File: config.mk
export PLATFORM = sky130hd
export DESIGN_NAME = sequential_divider
export DESIGN_NICKNAME = d
export VERILOG_FILES = /design/src/rtl/div_pkg.sv /design/src/rtl/div_step.sv /design/src/rtl/sequential_divider.sv
export SDC_FILE = /design/constraint.sdc
export NUM_CORES = 1
export LEC_CHECK = 0
export ABC_CLOCK_PERIOD_IN_PS = 4200
export CORE_MARGIN = 2
export CORE_UTILIZATION = 29
export DETAILED_ROUTE_END_ITERATION = 16
export PLACE_DENSITY = 0.45
export SLEW_MARGIN = 0
export SYNTH_ARGS = -nofsm -noshare
export SYNTH_HDL_FRONTEND = slang
export SYNTH_SLANG_ARGS = --single-unit
File: constraint.sdc
create_clock -name clk -period 4.2 [get_ports clk]
set_clock_uncertainty 0.2 [all_clocks]
set_input_delay 0.84 -clock clk [delete_from_list [all_inputs] [get_ports clk]]
set_output_delay 0.84 -clock clk [all_outputs]
set_load 0.01 [all_outputs]
File: src/rtl/div_pkg.sv
// rtl/div_pkg.sv - shared constants and FSM state type for the sequential divider
package div_pkg;

  localparam int DIV_DIM   = 8;
  localparam int DIV_CNT_W = $clog2(2 * DIV_DIM + 1);

  typedef enum logic [1:0] {
    IDLE,
    CALC,
    FINISH
  } div_state_t;

endpackage

File: src/rtl/div_step.sv
// rtl/div_step.sv - one restoring-division iteration: shift in a dividend bit, trial subtract
module div_step #(
  parameter int DIM = 8
) (
  input  logic [DIM:0]   rem_i,
  input  logic           dvd_bit_i,
  input  logic [DIM-1:0] divisor_i,
  output logic [DIM:0]   rem_o,
  output logic           q_bit_o
);

  logic [DIM+1:0] shifted;
  logic [DIM:0]   diff;

  // Partial remainder stays below divisor, so the subtracted value always fits DIM+1 bits.
  always_comb begin
    shifted = {rem_i, dvd_bit_i};
    diff    = shifted[DIM:0] - {1'b0, divisor_i};
    q_bit_o = (shifted >= {2'b00, divisor_i});
    rem_o   = q_bit_o ? diff : shifted[DIM:0];
  end

endmodule

File: src/rtl/sequential_divider.sv
// rtl/sequential_divider.sv - multi-cycle restoring divider, one quotient bit per clock
// Optional DIV_SIGNED_EN adds signed_op for two's-complement operands (truncating toward zero).
module sequential_divider
  import div_pkg::*;
#(
  parameter int DIM = DIV_DIM
) (
  input  logic             clk,
  input  logic             rst,
  input  logic             start,
  input  logic [2*DIM-1:0] dividend,
  input  logic [DIM-1:0]   divisor,
`ifdef DIV_SIGNED_EN
  input  logic             signed_op,
`endif
  output logic             busy,
  output logic             done,
  output logic [2*DIM-1:0] quotient,
  output logic [DIM-1:0]   remainder,
  output logic             div_by_zero
);

  localparam int QW    = 2 * DIM;
  localparam int CNT_W = $clog2(2 * DIM + 1);
  localparam logic [CNT_W-1:0] LAST = CNT_W'(QW - 1);

  div_state_t     state_q, state_d;
  logic [CNT_W-1:0] cnt_q, cnt_d;
  logic [DIM:0]   rem_q, rem_d;
  logic [QW-1:0]  dvd_q, dvd_d;
  logic [DIM-1:0] dsr_q, dsr_d;
  logic [QW-1:0]  quot_q, quot_d;
  logic [DIM-1:0] remd_q, remd_d;
  logic           dbz_q, dbz_d;

  logic [DIM:0]   step_rem;
  logic           step_q;
  logic [QW-1:0]  dvd_mag, q_raw, q_fin;
  logic [DIM-1:0] dsr_mag, r_raw, r_fin;

  div_step #(.DIM(DIM)) u_step (
    .rem_i     (rem_q),
    .dvd_bit_i (dvd_q[QW-1]),
    .divisor_i (dsr_q),
    .rem_o     (step_rem),
    .q_bit_o   (step_q)
  );

  assign q_raw = {dvd_q[QW-2:0], step_q};
  assign r_raw = step_rem[DIM-1:0];

`ifdef DIV_SIGNED_EN
  logic a_neg, b_neg;
  logic qneg_q, qneg_d, rneg_q, rneg_d;

  // The datapath divides magnitudes; signs are reapplied when the result is captured.
  assign a_neg   = signed_op & dividend[QW-1];
  assign b_neg   = signed_op & divisor[DIM-1];
  assign dvd_mag = a_neg ? -dividend : dividend;
  assign dsr_mag = b_neg ? -divisor : divisor;
  assign q_fin   = qneg_q ? -q_raw : q_raw;
  assign r_fin   = rneg_q ? -r_raw : r_raw;
`else
  assign dvd_mag = dividend;
  assign dsr_mag = divisor;
  assign q_fin   = q_raw;
  assign r_fin   = r_raw;
`endif

  always_comb begin
    state_d = state_q;
    cnt_d   = cnt_q;
    rem_d   = rem_q;
    dvd_d   = dvd_q;
    dsr_d   = dsr_q;
    quot_d  = quot_q;
    remd_d  = remd_q;
    dbz_d   = dbz_q;
`ifdef DIV_SIGNED_EN
    qneg_d  = qneg_q;
    rneg_d  = rneg_q;
`endif
    case (state_q)
      IDLE: begin
        if (start) begin
          cnt_d = '0;
          rem_d = '0;
          dsr_d = dsr_mag;
          if (divisor == '0) begin
            state_d = FINISH;
            quot_d  = '1;
            remd_d  = dividend[DIM-1:0];
            dbz_d   = 1'b1;
          end else begin
            state_d = CALC;
            dvd_d   = dvd_mag;
            dbz_d   = 1'b0;
`ifdef DIV_SIGNED_EN
            qneg_d  = a_neg ^ b_neg;
            rneg_d  = a_neg;
`endif
          end
        end
      end
      CALC: begin
        rem_d = step_rem;
        dvd_d = q_raw;
        if (cnt_q == LAST) begin
          cnt_d   = '0;
          state_d = FINISH;
          quot_d  = q_fin;
          remd_d  = r_fin;
        end else begin
          cnt_d = cnt_q + 1'b1;
        end
      end
      FINISH:  state_d = IDLE;
      default: state_d = IDLE;
    endcase
  end

  always_ff @(posedge clk) begin
    if (rst) begin
      state_q <= IDLE;
      cnt_q   <= '0;
      rem_q   <= '0;
      dvd_q   <= '0;
      dsr_q   <= '0;
      quot_q  <= '0;
      remd_q  <= '0;
      dbz_q   <= 1'b0;
`ifdef DIV_SIGNED_EN
      qneg_q  <= 1'b0;
      rneg_q  <= 1'b0;
`endif
    end else begin
      state_q <= state_d;
      cnt_q   <= cnt_d;
      rem_q   <= rem_d;
      dvd_q   <= dvd_d;
      dsr_q   <= dsr_d;
      quot_q  <= quot_d;
      remd_q  <= remd_d;
      dbz_q   <= dbz_d;
`ifdef DIV_SIGNED_EN
      qneg_q  <= qneg_d;
      rneg_q  <= rneg_d;
`endif
    end
  end

  assign busy        = (state_q != IDLE);
  assign done        = (state_q == FINISH);
  assign quotient    = quot_q;
  assign remainder   = remd_q;
  assign div_by_zero = dbz_q;

endmodule

==> results of run 1 <==
## logic make-up (layout without fill, tap and decap cells)
logic type | count (synthesis) | after routing | synth area share
compound gates | 97 | 97 | 0.231
simple gates | 162 | 162 | 0.230
xor+xnor | 3 | 3 | 0.00847
mux | 4 | 4 | 0.0137
flops | 65 | 65 | 0.419
buf+inv | 39 | 89 | 0.0556
fa+ha+maj | 10 | 10 | 0.0427
## routing by layer
metal	wire [um]	GRT usage	vias up
li1	-	-	1442
met1	4310	0.218	1270
met2	3680	0.234	45
met3	285	0.0412	5
met4	55	0.0357	0
met5	0	0	-
## how the worst min path moves through the flow
stage / cells after the start / to
2_1_floorplan: 2 / dsr_q[1]$_SDFFE_PP0P_
3_5_place_dp: 2 / dsr_q[5]$_SDFFE_PP0P_
4_1_cts: 2 / dsr_q[5]$_SDFFE_PP0P_
5_1_grt: 2 / dsr_q[5]$_SDFFE_PP0P_
3_3_place_gp: 2 / dsr_q[5]$_SDFFE_PP0P_
6_report: 2 / dsr_q[5]$_SDFFE_PP0P_
## power by group through the flow
| stage | Sequential, mW | Combinational [mW] | Clock (mW) |
|---|---|---|---|
| finish | 0.722 | 0.577 | 0.537 |
| global route | 0.731 | 0.648 | 0.580 |
| CTS | 0.723 | 0.585 | 0.553 |
| detailed placement | 0.737 | 0.582 | 0 |
| global placement | 0.736 | 0.579 | 0 |
| floorplan | 0.731 | 0.418 | 0 |
## cell usage after synthesis (2+ instances only)
| cell type | count |
|---|---|
| a211oi_2 | 2 |
| a311oi_1 | 23 |
| inv_1 | 12 |
| dfxtp_1 | 65 |
| mux2_2 | 2 |
| nand3_1 | 2 |
| and2_1 | 3 |
| clkbuf_1 | 17 |
| a31oi_1 | 2 |
| a211oi_1 | 11 |
| mux2i_1 | 2 |
| o31a_1 | 2 |
| a21oi_1 | 25 |
| xnor2_1 | 3 |
| buf_6 | 2 |
| nand4_1 | 2 |
| nor2_1 | 64 |
| nor4_2 | 2 |
| o21a_1 | 4 |
| buf_2 | 6 |
| o21ai_0 | 11 |
| nor3_1 | 8 |
| nand2_1 | 64 |
| nor2b_1 | 3 |
| o211ai_1 | 4 |
| or4_1 | 9 |
| ha_1 | 9 |
## sequential cells by signal, indices dropped and copies added (netlist names)
signal,flops
dvd_q,16
quotient,16
rem_q,9
dsr_q,8
remainder,8
cnt_q,5
state_q,2
div_by_zero,1
## stage by stage
| stage | util | std cells |
|---|---|---|
| 6_report | 0.380 | 566 |
| 5_1_grt | 0.380 | 566 |
| 2_1_floorplan | - | 380 |
| 3_3_place_gp | 0.361 | 551 |
| 3_5_place_dp | 0.361 | 551 |
| 4_1_cts | 0.380 | 566 |
## worst reg2reg max path, stage by stage (launching register included)
cell and delay [ns]:
dfxtp_1 0.54, nand2b_1 0.16, buf_4 0.30, a41oi_2 0.20, a211oi_4 0.30, buf_4 0.25
buf_4 0.30, nor2_1 0.07, a311oi_1 0.23
## layout make-up
class                           instances  share of cell area
Timing Repair Buffer                   61               0.149
Clock buffer                           12              0.0394
Clock inverter                          3              0.0102
Multi-Input combinational cell        276               0.416
Sequential cell                        65               0.330
Inverter                               13              0.0124
Tap cell                              136              0.0432
==> results.yml, run 1 <==
outcome:
  status: "complete, no violations"
drt:
  final_antenna_net_count: 0
  vias_per_cell: 4.88
  firstDrtPassIters: 4
  drc: 0
  wl_per_cell_um: 14.7
  vias: 2762
  drt_iter0_drc: 103
  wl_um: 8330
clocking:
  clk_pin_slew_worst_paths_ns: 0.07
  htreeDepth: 3
  post_cts_buffers: 0
  clk_latency_ns: 0.34
  cts_tree: "yes"
  postCtsHoldBufs: 0
  cts.sinks: 65
  numCtsBuffers: 9
  ctsRootBufferMaster: "clkbuf_8"
  clockBufferDepth: 2
  cts_resized: 0
setup_path:
  crit_arrival_ns: 2.98
  cp_top_family: "buffers and inverters"
  path_cells: "clkdlybuf4s50_1, nor4_2, nand2_1, a211oi_4, buf_4, buf_4, nor2_1, a311oi_1"
  r2r_end: "remainder[3]$_SDFFE_PP0P_"
  timing.rr.start: "state_q[1]$_SDFFE_PP0P_"
  worst-path-max-fanout: 26
  cp-startpoint: "divisor[0]"
  cpMostUsedCell: "buf_4"
  critPathRequiredTime_ns: 4.24
  cp-end-kind: "register"
  start_kind: "primary input"
  crit_buf_inv: 3
  reg2reg_depth: 8
  max_stage_delay_ns: 0.44
  crit_end: "remainder[3]$_SDFFE_PP0P_"
  regToRegSetupSlack_ns: 1.55
  crit_cells: 8
  crit_type: "in -> reg"
  crit_path_top_delay_cell: "clkdlybuf4s50_1"
global_route:
  globalRouteOverflowTotal: 0
  grt_max_degree: 41
  grt_pass1_wl_um: 13900
  grt_use_total: 0.154
  grt_pass1_vias: 2652
  grt_antenna_before_repair: 0
power_and_ir_drop:
  combPwrFrac: 0.314
  p_clk_frac: 0.293
  switching_share: 0.328
  seqPwrFrac: 0.393
  ir_worst_vdd_uv: 180
  p_int_mw: 1.23
  powerDensity_nw_per_um2: 466
  finalPower_mw: 1.84
  leakage_nw: 1.42
  p_switching_mw: 0.603
synthesis:
  synth-edff-count: 0
  synth_area_leader_cell: "dfxtp_1"
  synth.area.top_cells: "dfxtp_1, nand2_1, nor2_1"
  synth_fp_nets: 417
  async_reset_ff_frac: 0
  synth_top_area_share: 0.419
  synth.distinct_cells: 48
  yosys_register_bits: 65
  synth_warnings: 0
  avgSynthCellArea_sq_um: 8.17
  yosysSeqAreaShare: 0.419
  syn_inst: 380
  synth_ff_type: "dfxtp_1"
  netlist_area_sq_um: 3100
sta:
  slew_headroom: 0.400
  hold_violations: 0
  min_period_ns: 2.94
  final.setup.worst_slack_ns: 1.26
  setup_violations: 0
  setup_tns_ns: 0
  hold-worst-slack_ns: 0.256
  grt_setup_unrepaired: "no"
  tightest_slew_ns: 0.899
  period_share: 0.700
  finalMaxSlewViolations: 0
  max_freq_mhz: 340
layout:
  seq_area_sq_um: 1300
  fillers: 1130
  final_area_sq_um: 3940
  antenna_cells: 0
  fin_nets: 463
  drive_above_1_share: 0.0860
  syn2layout_area_growth_pct: 26.9
  final_cell_mix: "dfxtp_1, nand2_1, nor2_1"
  multi_input_area_sq_um: 1640
  layout_commonest_cell: "dfxtp_1"
die:
  die_w_um: 107
  start_util: 0.299
  ios: 54
  fp.dieH_um: 107
  dieArea_sq_um: 11500
  core_sq_um: 10400
  rows: 37
place:
  dpl_worst_slack_ns: 0.874
  place.gp.congestion: 0.806
  place_area_sq_um: 3740
  io_buffers: 53
  dpl.hpwl_um: 6020
hold_path:
  min_from: "dsr_q[5]$_SDFFE_PP0P_"
  min_path_type: "reg -> reg"
run:
  max_cap_violations: 0
Note: power is estimated with default switching activity, not from simulation.
==> run 2: changes to the inputs <==
--- a/config.mk
+++ b/config.mk
@@ -5,7 +5,7 @@
 export SDC_FILE = /design/constraint.sdc
 export NUM_CORES = 1
 export LEC_CHECK = 0
-export ABC_CLOCK_PERIOD_IN_PS = 4200
+export ABC_CLOCK_PERIOD_IN_PS = 3000
 export CORE_MARGIN = 2
 export CORE_UTILIZATION = 29
 export DETAILED_ROUTE_END_ITERATION = 16
==> constraint.sdc (replaced) <==
create_clock -name clk -period 3 [get_ports clk]
set_clock_uncertainty 0.2 [all_clocks]
set_input_delay 0.6 -clock clk [delete_from_list [all_inputs] [get_ports clk]]
set_output_delay 0.6 -clock clk [all_outputs]
set_load 0.01 [all_outputs]
==> run 2 against run 1 <==
  * Sequential cell count is the same
  * Count of clock-buffer cells in the layout fell by 2
  * Hold slack better by 0.0026 ns
  * Utilization up 0.65 points
  * Critical path depth is 2 higher
  * First-iteration DRC count rose by 13%
  * Combinational power is 41% higher
  * Sequential share of layout area fell by 0.56 points
  * Clock power up 45%
==> results.yml, run 2 (synthesized netlist as in run 1, its figures left out) <==
outcome:
  status: "complete, no violations"
layout:
  fin_nets: 466
  final_cell_mix: "dfxtp_1, nand2_1, nor2_1"
  syn2layout_area_growth_pct: 29.1
  layout_commonest_cell: "dfxtp_1"
  antenna_cells: 0
  drive_above_1_share: 0.0968
  final_area_sq_um: 4010
sta:
  setup_violations: 0
  hold-worst-slack_ns: 0.259
  max_freq_mhz: 397
  min_period_ns: 2.52
  tightest_slew_ns: 0.715
  period_share: 0.840
  hold_violations: 0
  grt_setup_unrepaired: "no"
  slew_headroom: 0.523
  final.setup.worst_slack_ns: 0.481
  setup_tns_ns: 0
  finalMaxSlewViolations: 0
clocking:
  cts.sinks: 65
  postCtsHoldBufs: 0
  post_cts_buffers: 0
  cts_resized: 0
  cts_tree: "yes"
  clockBufferDepth: 2
  ctsRootBufferMaster: "clkbuf_8"
  numCtsBuffers: 9
  clk_pin_slew_worst_paths_ns: 0.08
  htreeDepth: 3
  clk_latency_ns: 0.35
power_and_ir_drop:
  seqPwrFrac: 0.388
  combPwrFrac: 0.314
  leakage_nw: 1.44
  ir_worst_vdd_uv: 190
  p_switching_mw: 0.880
  switching_share: 0.338
  finalPower_mw: 2.60
  powerDensity_nw_per_um2: 649
  p_int_mw: 1.72
  p_clk_frac: 0.299
place:
  io_buffers: 53
  dpl.hpwl_um: 5960
  place_area_sq_um: 3800
  dpl_worst_slack_ns: 0.100
  place.gp.congestion: 0.771
setup_path:
  regToRegSetupSlack_ns: 0.48
  crit_type: "reg -> reg"
  cp-startpoint: "dvd_q[15]$_SDFFE_PP0P_"
  max_stage_delay_ns: 0.42
  path_cells: "inv_1, ha_1, inv_1, fa_1, nand3_1, a21boi_0, or4_1, a31oi_1, a221oi_1, nor3_1"
  crit_path_top_delay_cell: "or4_1"
  critPathRequiredTime_ns: 3.06
  r2r_end: "rem_q[6]$_SDFFE_PP0P_"
  cpMostUsedCell: "inv_1"
  crit_cells: 10
  timing.rr.start: "dvd_q[15]$_SDFFE_PP0P_"
  cp-end-kind: "register"
  reg2reg_depth: 10
  start_kind: "register"
  crit_buf_inv: 2
  crit_end: "rem_q[6]$_SDFFE_PP0P_"
  crit_arrival_ns: 2.58
  cp_top_family: "simple AND/OR/NAND/NOR gates"
  worst-path-max-fanout: 3
global_route:
  grt_max_degree: 36
  grt_antenna_before_repair: 0
  grt_pass1_wl_um: 13200
  grt_use_total: 0.148
  grt_pass1_vias: 2592
  globalRouteOverflowTotal: 0
die:
  ios: 54
  fp.dieH_um: 107
  dieArea_sq_um: 11500
  die_w_um: 107
  rows: 37
  core_sq_um: 10400
  start_util: 0.299
run:
  max_cap_violations: 0
drt:
  vias: 2775
  final_antenna_net_count: 0
  firstDrtPassIters: 4
  wl_um: 8260
  wl_per_cell_um: 14.5
  vias_per_cell: 4.87
  drt_iter0_drc: 116
  drc: 0
hold_path:
  min_path_type: "reg -> reg"
run 2: changes by cell type in the layout (fill, tap and decap cells not counted), sizes merged:
cell,before,now
buf,9,12
clkbuf,12,10
clkinv,2,3
clkinvlp,0,1
inv,13,14
run 2: cell type report:
cell class              instances  area [sq um]
repair buffers                 64           646
flip-flops and latches         65          1300
multi-input cells             276          1640
inverters                      13          48.8
well taps                     136           170
fillers                      1105          6360
clock buffers                  10           138
clock inverters                 6          65.1
run 2: stage by stage:
step	instances	util
floorplan	380	-
global placement	554	0.367
detailed placement	554	0.367
CTS	570	0.386
global route	570	0.386
finish	570	0.386
run 2: worst register-to-register path: stages (launching register included):
cell and delay [ns]:
dfxtp_1 0.34, inv_1 0.06, ha_1 0.15, inv_1 0.05
fa_1 0.40, nand3_1 0.13, a21boi_0 0.14, or4_1 0.42
a31oi_1 0.28, a221oi_1 0.08, nor3_1 0.17
run 2: per-layer routing:
| layer | track usage | vias up | part of all wire |
|---|---|---|---|
| li1 | - | 1451 | - |
| met1 | 0.203 | 1272 | 0.52 |
| met2 | 0.231 | 43 | 0.44 |
| met3 | 0.0291 | 9 | 0.029 |
| met4 | 0.0549 | 0 | 0.012 |
| met5 | 0 | - | 0 |
run 2: power groups by stage:
stage	Sequential (mW)	Combinational (mW)	Clock, mW
final	1.01	0.816	0.777
after global routing	1.02	0.909	0.833
after CTS	1.01	0.829	0.795
after detailed placement	1.03	0.826	0
after global placement	1.03	0.821	0
after floorplan	1.02	0.585	0
run 2: worst min path at each step:
stage	slack, ns	startpoint	to	depth (start not counted)
floorplan	0.24	dsr_q[1]$_SDFFE_PP0P_	dsr_q[1]$_SDFFE_PP0P_	2
global placement	0.25	dsr_q[6]$_SDFFE_PP0P_	dsr_q[6]$_SDFFE_PP0P_	2
detailed placement	0.25	dsr_q[7]$_SDFFE_PP0P_	dsr_q[7]$_SDFFE_PP0P_	2
CTS	0.26	dsr_q[7]$_SDFFE_PP0P_	dsr_q[7]$_SDFFE_PP0P_	2
global route	0.28	dsr_q[7]$_SDFFE_PP0P_	dsr_q[7]$_SDFFE_PP0P_	2
finish	0.26	dsr_q[2]$_SDFFE_PP0P_	dsr_q[2]$_SDFFE_PP0P_	2
